<file path="src/rtl/nx1_pkg.sv">
// Shared constants, command-word layout and FSM states for the Neuromorphic_X1
// command sequencer.
package nx1_pkg;
  localparam logic [31:0] NX1_ADDR  = 32'h3000_000C;
  localparam logic [31:0] NX1_EMPTY = 32'hDEAD_C0DE;
  localparam logic [1:0]  MODE_PROG = 2'b11;
  localparam logic [1:0]  MODE_READ = 2'b01;

  localparam int CMD_MODE_LSB = 30;
  localparam int CMD_ROW_LSB  = 25;
  localparam int CMD_COL_LSB  = 20;
  localparam int CMD_DATA_LSB = 0;

  typedef enum logic [1:0] {ST_IDLE, ST_WR, ST_RD, ST_GAP} nx1_state_e;

  // Bits [19:8] stay zero; read commands carry no data byte.
  function automatic logic [31:0] nx1_cmd_word(input logic op, input logic [4:0] row,
                                               input logic [4:0] col, input logic [7:0] data);
    logic [31:0] w;
    w = '0;
    w[CMD_MODE_LSB +: 2] = op ? MODE_PROG : MODE_READ;
    w[CMD_ROW_LSB  +: 5] = row;
    w[CMD_COL_LSB  +: 5] = col;
    w[CMD_DATA_LSB +: 8] = op ? data : 8'h00;
    return w;
  endfunction
endpackage

</file>
<file path="src/rtl/nx1_tag_fifo.sv">
// Circular FIFO of {row, col} tags for read commands still awaiting a result.
module nx1_tag_fifo #(
  parameter int DEPTH = 32,
  parameter int W     = 10
) (
  input  logic         gclk,
  input  logic         grst_n,
  input  logic         i_push,
  input  logic         i_pop,
  input  logic [W-1:0] i_din,
  output logic [W-1:0] o_dout,
  output logic [5:0]   o_count
);
  logic [W-1:0] r_mem [DEPTH];
  logic [4:0]   r_wp, r_rp;
  logic [5:0]   r_cnt;

  function automatic logic [4:0] nxt(input logic [4:0] p);
    return (p == 5'(DEPTH-1)) ? 5'd0 : p + 5'd1;
  endfunction

  always_ff @(posedge gclk or negedge grst_n) begin
    if (!grst_n) begin
      for (int i = 0; i < DEPTH; i++) r_mem[i] <= '0;
      r_wp  <= '0;
      r_rp  <= '0;
      r_cnt <= '0;
    end else begin
      if (i_push) begin
        r_mem[r_wp] <= i_din;
        r_wp        <= nxt(r_wp);
      end
      if (i_pop) r_rp <= nxt(r_rp);
      case ({i_push, i_pop})
        2'b10:   r_cnt <= r_cnt + 6'd1;
        2'b01:   r_cnt <= r_cnt - 6'd1;
        default: r_cnt <= r_cnt;
      endcase
    end
  end

  assign o_dout  = r_mem[r_rp];
  assign o_count = r_cnt;
endmodule

</file>
<file path="src/rtl/nx1_cmd_sequencer.sv">
// Wishbone master that issues program/read commands to the NX1 macro and polls
// its result register, returning tagged results in issue order.
module nx1_cmd_sequencer import nx1_pkg::*; #(
  parameter int MAX_PEND = 32,
  parameter int ACK_TO   = 1024,
  parameter int POLL_GAP = 8,
  parameter int POLL_MAX = 64
) (
  input  logic        wb_clk_i,
  input  logic        wb_rst_ni,
  input  logic        req_valid,
  output logic        req_ready,
  input  logic        req_op,
  input  logic [4:0]  req_row,
  input  logic [4:0]  req_col,
  input  logic [7:0]  req_data,
  output logic        rsp_valid,
  output logic        rsp_bit,
  output logic [4:0]  rsp_row,
  output logic [4:0]  rsp_col,
  output logic        rsp_err,
  output logic [5:0]  pending,
  output logic        busy,
  output logic        err_ack,
  input  logic        clr_err,
  output logic        wbm_cyc_o,
  output logic        wbm_stb_o,
  output logic        wbm_we_o,
  output logic [3:0]  wbm_sel_o,
  output logic [31:0] wbm_adr_o,
  output logic [31:0] wbm_dat_o,
  input  logic [31:0] wbm_dat_i,
  input  logic        wbm_ack_i
);
  localparam int AW = $clog2(ACK_TO + 1);
  localparam int GW = $clog2(POLL_GAP + 1);
  localparam int PW = $clog2(POLL_MAX + 1);

  nx1_state_e r_state, w_next;
  logic          r_rr, r_cyc, r_we, r_is_read, r_err_ack;
  logic [31:0]   r_dat;
  logic [9:0]    r_tag;
  logic [AW-1:0] r_ack_cnt;
  logic [GW-1:0] r_gap_cnt;
  logic [PW-1:0] r_empty_cnt;
  logic          r_rsp_valid, r_rsp_bit, r_rsp_err;
  logic [4:0]    r_rsp_row, r_rsp_col;

  logic [5:0] w_pending;
  logic [9:0] w_head;
  logic w_full, w_poll_first, w_accept, w_bus, w_to, w_empty, w_lost, w_push, w_pop;

  assign w_full       = (w_pending == 6'(MAX_PEND));
  assign w_poll_first = (|w_pending) & (r_rr | w_full);
  assign req_ready    = wb_rst_ni & (r_state == ST_IDLE) & !w_poll_first & !(!req_op & w_full);
  assign w_accept     = req_valid & req_ready;
  assign w_bus        = (r_state == ST_WR) | (r_state == ST_RD);
  assign w_to         = w_bus & !wbm_ack_i & (r_ack_cnt == AW'(ACK_TO - 1));
  assign w_empty      = (wbm_dat_i == NX1_EMPTY);
  assign w_lost       = w_empty & (r_empty_cnt == PW'(POLL_MAX - 1));
  assign w_push       = (r_state == ST_WR) & wbm_ack_i & r_is_read;
  assign w_pop        = (r_state == ST_RD) & wbm_ack_i & (!w_empty | w_lost);

  nx1_tag_fifo #(.DEPTH(MAX_PEND), .W(10)) u_tags (
    .gclk(wb_clk_i), .grst_n(wb_rst_ni), .i_push(w_push), .i_pop(w_pop),
    .i_din(r_tag), .o_dout(w_head), .o_count(w_pending)
  );

  always_ff @(posedge wb_clk_i or negedge wb_rst_ni) begin
    if (!wb_rst_ni) r_state <= ST_IDLE;
    else            r_state <= w_next;
  end

  always_comb begin
    w_next = r_state;
    unique case (r_state)
      ST_IDLE: if (w_accept) w_next = ST_WR;
               else if (|w_pending) w_next = ST_RD;
      ST_WR:   if (wbm_ack_i || w_to) w_next = ST_IDLE;
      ST_RD:   if (wbm_ack_i) w_next = w_empty ? ST_GAP : ST_IDLE;
               else if (w_to) w_next = ST_IDLE;
      ST_GAP:  if (r_gap_cnt == GW'(POLL_GAP - 1)) w_next = ST_IDLE;
      default: w_next = ST_IDLE;
    endcase
  end

  // Bus strobes are registered from the next state, so an ack always yields an idle cycle.
  always_ff @(posedge wb_clk_i or negedge wb_rst_ni) begin
    if (!wb_rst_ni) begin
      r_rr <= 1'b0; r_cyc <= 1'b0; r_we <= 1'b0; r_is_read <= 1'b0; r_err_ack <= 1'b0;
      r_dat <= '0; r_tag <= '0; r_ack_cnt <= '0; r_gap_cnt <= '0; r_empty_cnt <= '0;
      r_rsp_valid <= 1'b0; r_rsp_bit <= 1'b0; r_rsp_err <= 1'b0;
      r_rsp_row <= '0; r_rsp_col <= '0;
    end else begin
      r_cyc       <= (w_next == ST_WR) | (w_next == ST_RD);
      r_we        <= (w_next == ST_WR);
      r_rsp_valid <= 1'b0;
      r_ack_cnt   <= (w_bus && r_state == w_next) ? r_ack_cnt + AW'(1) : '0;
      r_gap_cnt   <= (r_state == ST_GAP) ? r_gap_cnt + GW'(1) : '0;
      if (w_accept) begin
        r_dat     <= nx1_cmd_word(req_op, req_row, req_col, req_data);
        r_is_read <= !req_op;
        r_tag     <= {req_row, req_col};
        r_rr      <= 1'b1;
      end else if (r_state == ST_IDLE && |w_pending) begin
        r_rr <= 1'b0;
      end
      if (w_to)         r_err_ack <= 1'b1;
      else if (clr_err) r_err_ack <= 1'b0;
      if (r_state == ST_RD && wbm_ack_i) begin
        if (w_pop) begin
          r_rsp_valid <= 1'b1;
          r_rsp_bit   <= w_empty ? 1'b0 : wbm_dat_i[0];
          r_rsp_err   <= w_empty;
          r_rsp_row   <= w_head[9:5];
          r_rsp_col   <= w_head[4:0];
          r_empty_cnt <= '0;
        end else begin
          r_empty_cnt <= r_empty_cnt + PW'(1);
        end
      end
    end
  end

  assign rsp_valid = r_rsp_valid;
  assign rsp_bit   = r_rsp_bit;
  assign rsp_row   = r_rsp_row;
  assign rsp_col   = r_rsp_col;
  assign rsp_err   = r_rsp_err;
  assign pending   = w_pending;
  assign busy      = (r_state != ST_IDLE) | (|w_pending);
  assign err_ack   = r_err_ack;
  assign wbm_cyc_o = r_cyc;
  assign wbm_stb_o = r_cyc;
  assign wbm_we_o  = r_we;
  assign wbm_sel_o = 4'hF;
  assign wbm_adr_o = NX1_ADDR;
  assign wbm_dat_o = r_dat;
endmodule
</file>
<file path="config.mk">
export PLATFORM = sky130hd
export DESIGN_NAME = nx1_cmd_sequencer
export DESIGN_NICKNAME = d
export VERILOG_FILES = /design/src/rtl/nx1_pkg.sv /design/src/rtl/nx1_tag_fifo.sv /design/src/rtl/nx1_cmd_sequencer.sv
export SDC_FILE = /design/constraint.sdc
export NUM_CORES = 1
export LEC_CHECK = 0
export BUFFER_PORTS_ARGS = -buffer_cell sky130_fd_sc_hd__buf_2
export CAP_MARGIN = 20
export CORE_UTILIZATION = 33
export DETAILED_ROUTE_END_ITERATION = 16
export GPL_ROUTABILITY_DRIVEN = 0
export HOLD_SLACK_MARGIN = 0.1
export PLACE_DENSITY_LB_ADDON = 0.2
export SLEW_MARGIN = 20
export SYNTH_ARGS = -nofsm -noshare
export SYNTH_HDL_FRONTEND = slang
export SYNTH_SLANG_ARGS = --single-unit
</file>
<file path="constraint.sdc">
create_clock -name wb_clk_i -period 3.38 [get_ports wb_clk_i]
set_input_delay 0.338 -clock wb_clk_i [delete_from_list [all_inputs] [get_ports wb_clk_i]]
set_output_delay 0.338 -clock wb_clk_i [all_outputs]
set_load 0.01 [all_outputs]
</file>
==> Word level (Yosys, flattened, before mapping) <==
Index checks and enable logic that the tools add are counted.
{ "op_classes": {"n_eq_ne": 15, "reduce_logical": 17, "mux": 29, "add_sub_neg": 7, "magnitude_cmp": 3, "bitwise": 20} }
{ "op_table": {"columns": ["operator", "n"], "rows": [
  ["bitwise mux 320 bit", 1],
  ["binary-select mux 10 bit (select 5 bit)", 1],
  ["demux 10 bit (select 5 bit)", 1],
  ["== test 32 bit, second input constant", 1],
  ["2-to-1 mux 10 bit", 3],
  ["2-to-1 mux 2 bit", 8],
  ["bitwise AND 1 bit", 13],
  ["greater-or-equal comparator 6 bit, second input constant", 2],
  ["NOT 5 -> 6 bit", 2],
  ["one-hot mux 6 bit (2 select lines)", 1],
  ["adder 11 x 1 -> 11 bit, second input constant", 1],
  ["== test 11 x 10 -> 1 bit, second input constant", 1],
  ["2-to-1 mux 11 bit", 1],
  ["adder 5 x 1 -> 5 bit, second input constant", 2],
  ["== test 5 bit, second input constant", 2],
  ["2-to-1 mux 5 bit", 2],
  ["== test 2 bit, second input constant", 4],
  ["2-to-1 mux 8 bit", 1],
  ["one-hot mux 2 bit (4 select lines)", 1],
  ["nonzero test 2 bit", 4],
  ["adder 7 x 1 -> 7 bit, second input constant", 1],
  ["== test 7 x 6 -> 1 bit, second input constant", 1],
  ["2-to-1 mux 1 bit", 7],
  ["2-to-1 mux 7 bit", 1],
  ["16 further kinds", 29]
]} }
{ "totals": {"input_bits": 56, "output_inout_bits": 93, "ff_bits": 408} }

==> Logic depth before layout (Yosys ltp) <==
Gate-level depths: netlist of the first run.
{ "depth": {"ltp_word": 12, "depth_mapped": 14, "mapped_depth_nobuf": 14} }

==> Hierarchy <==
From an unflattened synthesis of the first run, not the netlist that was laid out.
{ "unflattened": {"hier_cells": 1343, "hier_area_um2": 19013.2} }
{ "by_module_without_submodules": {"columns": ["module", "cells_each", "area_per_inst_um2", "n_inst"], "rows": [
  ["nx1_tag_fifo", 1025, 15543.7, 1],
  ["nx1_cmd_sequencer", 318, 3469.6, 1]
]} }

==> Least setup slack after synthesis of the first run <==
OpenSTA, ideal clock, no wires.
{ "synth_timing": {"kind": "input to register", "from": "in wbm_dat_i[9]", "to": "reg u_tags.r_cnt[5], in the netlist u_tags.o_count[5]", "arrival_time_ns": 3.160, "n_path_buf": 0, "cell_stages": 12, "setup_slack_ns": 0.140, "path_cell_list": "or4b_4 > nor4_4 > nand2_2 > o21ai_4 > inv_2 > ha_1 > ha_1 > a21o_1 > a21oi_1 > o41ai_1 > nor4_1 > xnor2_1"} }
{ "synth_via": {"elab_chain_len": 6, "elab_cells_between_ends": 9} }
{ "synth_rtl": {"columns": ["element", "line_no", "rtl"], "rows": [
  ["start: declaration", "nx1_cmd_sequencer.sv:32", "input logic [31:0] wbm_dat_i,"],
  ["== test 32 bit *", "nx1_cmd_sequencer.sv:59", "assign w_empty = (wbm_dat_i == NX1_EMPTY);"],
  ["bitwise AND 1 bit / logical NOT 1 bit (equally long branches)", "nx1_cmd_sequencer.sv:60, nx1_cmd_sequencer.sv:62", null],
  ["bitwise OR 1 bit *", "nx1_cmd_sequencer.sv:62", "assign w_pop = (r_state == ST_RD) & wbm_ack_i & (!w_empty | w_lost);"],
  ["bitwise AND 1 bit *", "nx1_cmd_sequencer.sv:62", null],
  ["== test 2 x 1 -> 1 bit / == test 2 bit (equally long branches)", "nx1_tag_fifo.sv:34", "case ({i_push, i_pop})"],
  ["one-hot mux 6 bit (2 select lines) / nonzero test 2 bit (equally long branches)", null, null],
  ["end signal: assignment", "nx1_tag_fifo.sv:35", "2'b10: r_cnt <= r_cnt + 6'd1;"],
  ["end signal: assignment", "nx1_tag_fifo.sv:36", "2'b01: r_cnt <= r_cnt - 6'd1;"],
  ["end signal: assignment", "nx1_tag_fifo.sv:37", "default: r_cnt <= r_cnt;"],
  ["end: declaration", "nx1_tag_fifo.sv:16", "logic [5:0] r_cnt;"]
]} }
Every way passes the cells marked *; elsewhere a longest branch is shown, timed or not.
A chain may end at the register's enable or synchronous reset.

==> Worst setup path in the final report of the first run <==
{ "layout_timing": {"from": "in wbm_dat_i[0]", "to": "reg u_tags.r_cnt[5], in the netlist u_tags.o_count[5]"} }
Same word-level chain as after synthesis.

==> results of run 1 <==
## stage by stage
| stage | total power [mW] | setup WS (ns) | hold slack [ns] | instances |
|---|---|---|---|---|
| floorplan | 8.00 | 0.140 | 0.0424 | 1376 |
| global placement | 9.44 | 0.0855 | 0.213 | 2157 |
| detailed placement | 9.49 | 0.0805 | 0.214 | 2157 |
| CTS | 14.7 | 0.488 | 0.137 | 2267 |
| global route | 15.2 | 0.329 | 0.208 | 2267 |
| finish | 14.4 | 0.469 | 0.184 | 2267 |
## power breakdown
group | leakage (nW) | switching, mW | internal, mW
Sequential | 5.48 | 0.734 | 5.15
Clock | 0.755 | 1.95 | 3.12
Combinational | 4.35 | 2.07 | 1.40
## synth_stat cells, types with 7 or more instances
cell,instances,area (um^2)
ha_1,21,263
dfrtp_1,398,9960
nand2_1,90,338
buf_4,51,383
mux2_2,320,3600
nor3_1,13,65.1
mux4_2,80,1800
clkbuf_1,40,150
o21ai_0,18,90.1
o22ai_1,21,131
xor2_1,13,114
xnor2_1,7,61.3
mux2i_1,21,210
a22o_1,11,96.3
nor2_1,46,173
buf_2,11,55.1
a22oi_1,11,82.6
nand3_1,32,160
buf_1,17,63.8
inv_1,18,67.6
## sequential cells by signal, summed over array words and instances, names as in the netlist
register and flops:
u_tags.r_rp 5, wbm_dat_o 11, rsp_bit 1, r_state 2
r_rr 1, rsp_row 5, r_empty_cnt 7, u_tags.o_count 6
r_gap_cnt 4, wbm_cyc_o 1, rsp_valid 1, err_ack 1
rsp_col 5, r_tag 9, wbm_we_o 1, rsp_err 1
u_tags.r_wp 5, r_is_read 1, u_tags.r_mem 320, r_ack_cnt 11
## worst min-delay path, stage by stage
cell and delay [ns]:
buf_2 0.13, nand2_1 0.11, nand2_1 0.08, o21ai_1 0.05
## layout make-up
| class | instances | area [um^2] |
|---|---|---|
| flip-flops and latches | 398 | 9970 |
| clock buffers | 71 | 1400 |
| inverters | 19 | 71.3 |
| fillers | 5225 | 33500 |
| multi-input cells | 838 | 8070 |
| clock inverters | 8 | 146 |
| well taps | 748 | 936 |
| repair buffers | 185 | 1300 |
## worst paths after layout
check,from,to,slack (ns),depth (start not counted)
max in group asynchronous,wb_rst_ni,u_tags.r_rp[0],1.84,3
min in group asynchronous,wb_rst_ni,wbm_dat_o[3],0.21,2
worst max register to register,r_state[1],u_tags.o_count[5],0.50,11
worst min register to register,r_gap_cnt[0],r_gap_cnt[0],0.45,1
worst max-delay path,wbm_dat_i[0],u_tags.o_count[5],0.47,14
worst min-delay path,wbm_ack_i,r_empty_cnt[0],0.18,4
## logic make-up after synthesis
family,count (synthesis),synth area share [%]
compound gates,85,3.21
xor+xnor,20,0.942
fa+ha+maj,22,1.52
buf+inv,140,4.01
flops,398,53.5
mux,421,30.2
other cells,2,0.0404
simple gates,242,6.56
## metal layers
metal	routed length (um)	global-route usage (%)
met2	23100	28.0
met4	1190	5.71
met5	0	0
met1	20200	21.8
met3	1400	2.26
## layout by cell type (no fill, tap or decap), types with 3 or more instances in the layout
cell type | netlist | final
xor2_1 | 13 | 13
xnor2_1 | 7 | 7
buf_4 | 51 | 48
inv_1 | 18 | 18
nor3_1 | 13 | 13
nand2b_1 | 4 | 4
ha_1 | 21 | 21
nand4b_1 | 5 | 5
o22ai_1 | 21 | 21
nand3b_1 | 5 | 5
nand2_1 | 90 | 90
and4_1 | 4 | 4
nor2_1 | 46 | 46
nor3_2 | 3 | 3
nand4_1 | 4 | 4
clkbuf_8 | 0 | 13
and3_1 | 4 | 4
bufinv_16 | 0 | 4
mux4_2 | 80 | 80
clkbuf_1 | 40 | 11
conb_1 | 2 | 48
or2_2 | 3 | 3
a21oi_1 | 5 | 5
a21o_1 | 4 | 4
buf_12 | 0 | 6
nor2b_1 | 4 | 4
a22oi_1 | 11 | 11
buf_2 | 11 | 99
dfrtp_1 | 398 | 395
nand3_1 | 32 | 32
and2_1 | 3 | 3
mux2_2 | 320 | 320
o21ai_0 | 18 | 18
a22o_1 | 11 | 11
mux2i_1 | 21 | 21
nor4_1 | 5 | 5
clkbuf_16 | 0 | 47
nor2_2 | 4 | 4
dlygate4sd3_1 | 0 | 31
## repair_timing
item | CTS | global route
hold buffers | 31 | 0
endpoints found under the hold margin | 72 | 0
setup buffers | 0 | 0
==> flow_summary.toml, run 1 <==
[setup_path]
setup.worst_path.start_class = "input pin"
cpMostUsedCell = "ha_1"
max_stage_delay_ns = 0.54
cp_data_arrival_time_ns = 3.39
crit_required_ns = 3.86
worstPathBufferInverterCount = 3
crit_chain = "dlygate4sd3_1 -> buf_2 -> nand4b_1 -> nor4_4 -> nand2_2 -> o21ai_4 -> inv_2 -> ha_1 -> ha_1 -> a21o_1 -> a21oi_1 -> o41ai_1 -> nor4_1 -> xnor2_1"
cp_slowest_cell = "dlygate4sd3_1"
path_class = "in -> reg"
critPathCaptureType = "flip-flop"
crit_family = "simple AND/OR/NAND/NOR gates"
cp_max_fo = 3

[clocking]
clk-insertion-delay-late_ns = 0.58
cts_root_buffer = "clkbuf_16"
numClockSinks = 398
htree_levels = 2
cts.clk_slew.worst_paths_ns = 0.06
cts_tree = "done"
clock_path_buffers = 3
cts_buffers = 45
post_cts_resized = 0

[run]
maxCapViolations = 0

[timing]
clock_skew_ns = 0.0223
setup_viol = 0
rsz0062_at_grt = "no"
tightest_slew_ns = 1.00
slew_viol_final = 0
period_share_pct = 86.1
fin_crit_ns = 2.91
fmax_ghz = 0.344
hold_viol = 0
relSlewSlack_pct = 33.4
setup_tns_ns = 0

[logic_synthesis]
synth.distinct_cells = 60
async_flop_share_pct = 100
synth_ff_type = "dfrtp_1"
ys_ff_latch = 398
avgSynthCellArea_um2 = 14.0
synth_edf_count = 0
syn_inst = 1330
synth_warnings = 0
synth_seq_area_share_pct = 53.5
syn-cell-area_mm2 = 0.0186

[die]
start_util_pct = 33.6
num_rows = 86
io_pins = 149
coreArea_mm2 = 0.0554
die_y_um = 239
die-area_mm2 = 0.0573
die_x_um = 239

[place]
dpl.hpwl_um = 28600
place_area_mm2 = 0.0200
io_buffers = 100

[pwr]
power.density_mw_per_mm2 = 659
power.leakage_nw = 10.6
worst_ir_drop_vdd_uv = 337

[routing]
via_per_inst = 4.99
avgRoutedWirePerCell_um = 20.2
drt-initial-drc-count = 628
dr.pass1.iters = 4
drcViolationCount = 0
vias = 11300
totalWireLength_um = 45900
ant_nets = 0

[finish]
syn_to_final_growth_pct = 17.7
drive_above_1_share_pct = 42.5
nets = 1565
utilization_pct = 39.5
final_cell_area_mm2 = 0.0219
antenna_cells = 0

[grt]
grt_max_degree = 180
antenna_found_initial = 0
grt_usage_pct = 16.6
grt_overflow = 0
grt_pass1_wl_um = 72100
first_global_vias = 11800

[hold_path]
hold_class = "in -> reg"

[run_status]
status = "completed"
(Power assumes the default switching activity.)
==> run 2, diff against run 1 <==
- ABC_AREA: unset -> 1
==> flow_summary.toml, run 2 <==
[logic_synthesis]
synth_commonest_cells = "nand2_1 (556), o21ai_0 (451), dfrtp_1 (398), nor2_1 (158), clkbuf_1 (128)"
yosysMostFrequentCell = "nand2_1"
synth_warnings = 0
muxShareOfSynthArea_pct = 0
synth_compound_area_share_pct = 19.2
synth_seq_area_share_pct = 53.9
synth_area_leaders = "dfrtp_1 (54%), o21ai_0 (12%), nand2_1 (11%)"
syn-cell-area_mm2 = 0.0185
ys_ff_latch = 398
yosys.area_share.xor_xnor_pct = 0.616
yosys.area_share.simple_pct = 17.2
synth_edf_count = 0
avgSynthCellArea_um2 = 8.53
synth_top_area_share_pct = 53.9
async_flop_share_pct = 100
synth_ff_type = "dfrtp_1"
synth.distinct_cells = 41
syn_inst = 2166
synth_top_family_by_area = "compound AO/OA/AOI/OAI gates"
synthAdderAreaFrac_pct = 1.53
synth_area_leader_cell = "dfrtp_1"

[clocking]
cts_buffers = 45
cts_root_buffer = "clkbuf_16"
cts_tree = "done"
clk-insertion-delay-late_ns = 0.58
clock_path_buffers = 3
numClockSinks = 398
cts_setup_buffers = 0
htree_levels = 2
cts.clk_slew.worst_paths_ns = 0.06

[routing]
totalWireLength_um = 54200
avgRoutedWirePerCell_um = 18.2
ant_nets = 0
vias = 15000
dr.pass1.iters = 7
drt-initial-drc-count = 1513
drcViolationCount = 0
via_per_inst = 5.02

[timing]
slew_viol_final = 0
period_share_pct = 85.9
clock_skew_ns = 0.0178
hold_viol = 0
rsz0062_at_grt = "no"
fmax_ghz = 0.345
fin_crit_ns = 2.90
relSlewSlack_pct = 39.3
setup_viol = 0
tightest_slew_ns = 0.911
setup_tns_ns = 0

[finish]
nets = 2275
final_cell_mix = "nand2_1 (555), o21ai_0 (451), dfrtp_1 (396)"
final_cell_count_no_fill = 2978
largest_reg_flops = 320
antenna_cells = 0
syn_to_final_growth_pct = 13.7
final_common_cell = "nand2_1"
drive_above_1_share_pct = 10.5
regMostFlops = "u_tags.r_mem"

[setup_path]
worstPathBufferInverterCount = 3
cp_max_fo = 8
cpMostUsedCell = "nand2_1"
critPathCaptureType = "flip-flop"
cp_data_arrival_time_ns = 3.36
cp_slowest_cell = "dfrtp_1"
setup.worst_path.start_class = "flip-flop"
crit_chain = "inv_1 -> ha_1 -> nand2_2 -> inv_1 -> nand2_1 -> inv_1 -> ha_4 -> ha_1 -> nand2_1 -> nand2_1 -> a31oi_1 -> nor2_1 -> nor2_1 -> o21bai_1 -> a21oi_1 -> o21ai_0 -> nand2_1 -> nand2_1"
max_stage_delay_ns = 0.44
path_class = "reg -> reg"
r2r_start = "r_state[0]"
crit_start = "r_state[0]"
crit_family = "adder cells"
crit_required_ns = 3.84

[die]
die_x_um = 239
io_pins = 149
start_util_pct = 33.5
die-area_mm2 = 0.0569
die_y_um = 239
coreArea_mm2 = 0.0552
num_rows = 86

[hold_path]
hold_class = "in -> async"

[place]
dpl.hpwl_um = 33500
io_buffers = 100
place_inst = 2876

[grt]
grt_max_degree = 165
first_global_vias = 14600
grt_pass1_wl_um = 85900
grt_overflow = 0
grt_usage_pct = 19.4
antenna_found_initial = 0

[pwr]
seqPwrFrac_pct = 35.5
switching_share_pct = 41.0
power_frac_comb_pct = 37.6
internal_power_mw = 10.4
worst_ir_drop_vdd_uv = 423
power.share.clock_pct = 27.0
p_sw_mw = 7.21
power.leakage_nw = 9.56
power_mw = 17.6
power.density_mw_per_mm2 = 837

[run_status]
status = "completed"

[run]
maxCapViolations = 0
[run 2: logic make-up (layout without fill, tap and decap cells)]
| family | after synthesis | after routing |
|---|---|---|
| AOI/OAI and AO/OA | 649 | 649 |
| xor gates and xnor gates | 13 | 13 |
| buffers and inverters | 297 | 315 |
| and+or+nand+nor | 785 | 785 |
| DFF | 398 | 398 |
| other | 2 | 48 |
| adders and majority gates | 22 | 22 |
[run 2: power groups by stage]
| stage | logic (mW) | clock network [mW] | registers (mW) |
|---|---|---|---|
| floorplan | 4.26 | 0 | 6.14 |
| global placement | 6.53 | 0 | 6.26 |
| detailed placement | 6.60 | 0 | 6.30 |
| CTS | 6.63 | 4.89 | 6.22 |
| global route | 7.32 | 5.09 | 6.33 |
| finish | 6.60 | 4.74 | 6.23 |
[run 2: path summary, 6_finish.rpt]
| check | end | slack [ns] | cells past startpoint |
|---|---|---|---|
| max in group asynchronous | u_tags.r_rp[1] | 1.97 | 3 |
| hold reg to reg | r_gap_cnt[0] | 0.45 | 1 |
| setup reg to reg | u_tags.o_count[5] | 0.48 | 18 |
| hold / removal | u_tags.r_mem[264] | 0.20 | 2 |
| setup / recovery | u_tags.o_count[5] | 0.48 | 18 |
| min in group wb_clk_i | rsp_bit | 0.24 | 3 |
[run 2: what timing repair did]
item / in CTS / in global routing
hold buffers: 22 / 0
hold endpoints to repair: 160 / 0
resized for setup: 0 / 3
endpoints found under the setup margin: 0 / 1
[run 2: layout make-up]
class	count	area (um^2)
Multi-Input combinational cell	1517	7310
Fill cell	5582	34200
Clock buffer	73	1340
Tap cell	748	936
Sequential cell	398	9960
Clock inverter	7	63.8
Timing Repair Buffer	154	1070
Inverter	81	312
[run 2: layer usage]
layer  track usage (%)  up-vias  share of wire, %
met2              30.8      362                47
met4              7.13        0               3.1
met1              26.8     7336                46
met5                 0        -                 0
li1                  -     7177                 -
met3              3.05       85               4.5
[run 2: metrics by stage]
step	instance area [um^2]	setup slack, ns	util [%]	hold slack (ns)
CTS	21000	0.257	38.0	0.176
finish	21000	0.478	38.0	0.201
global placement	19400	0.382	35.1	0.195
detailed placement	19400	0.277	35.1	0.192
floorplan	18600	0.498	-	0.0424
global route	21000	0.0565	38.0	0.197
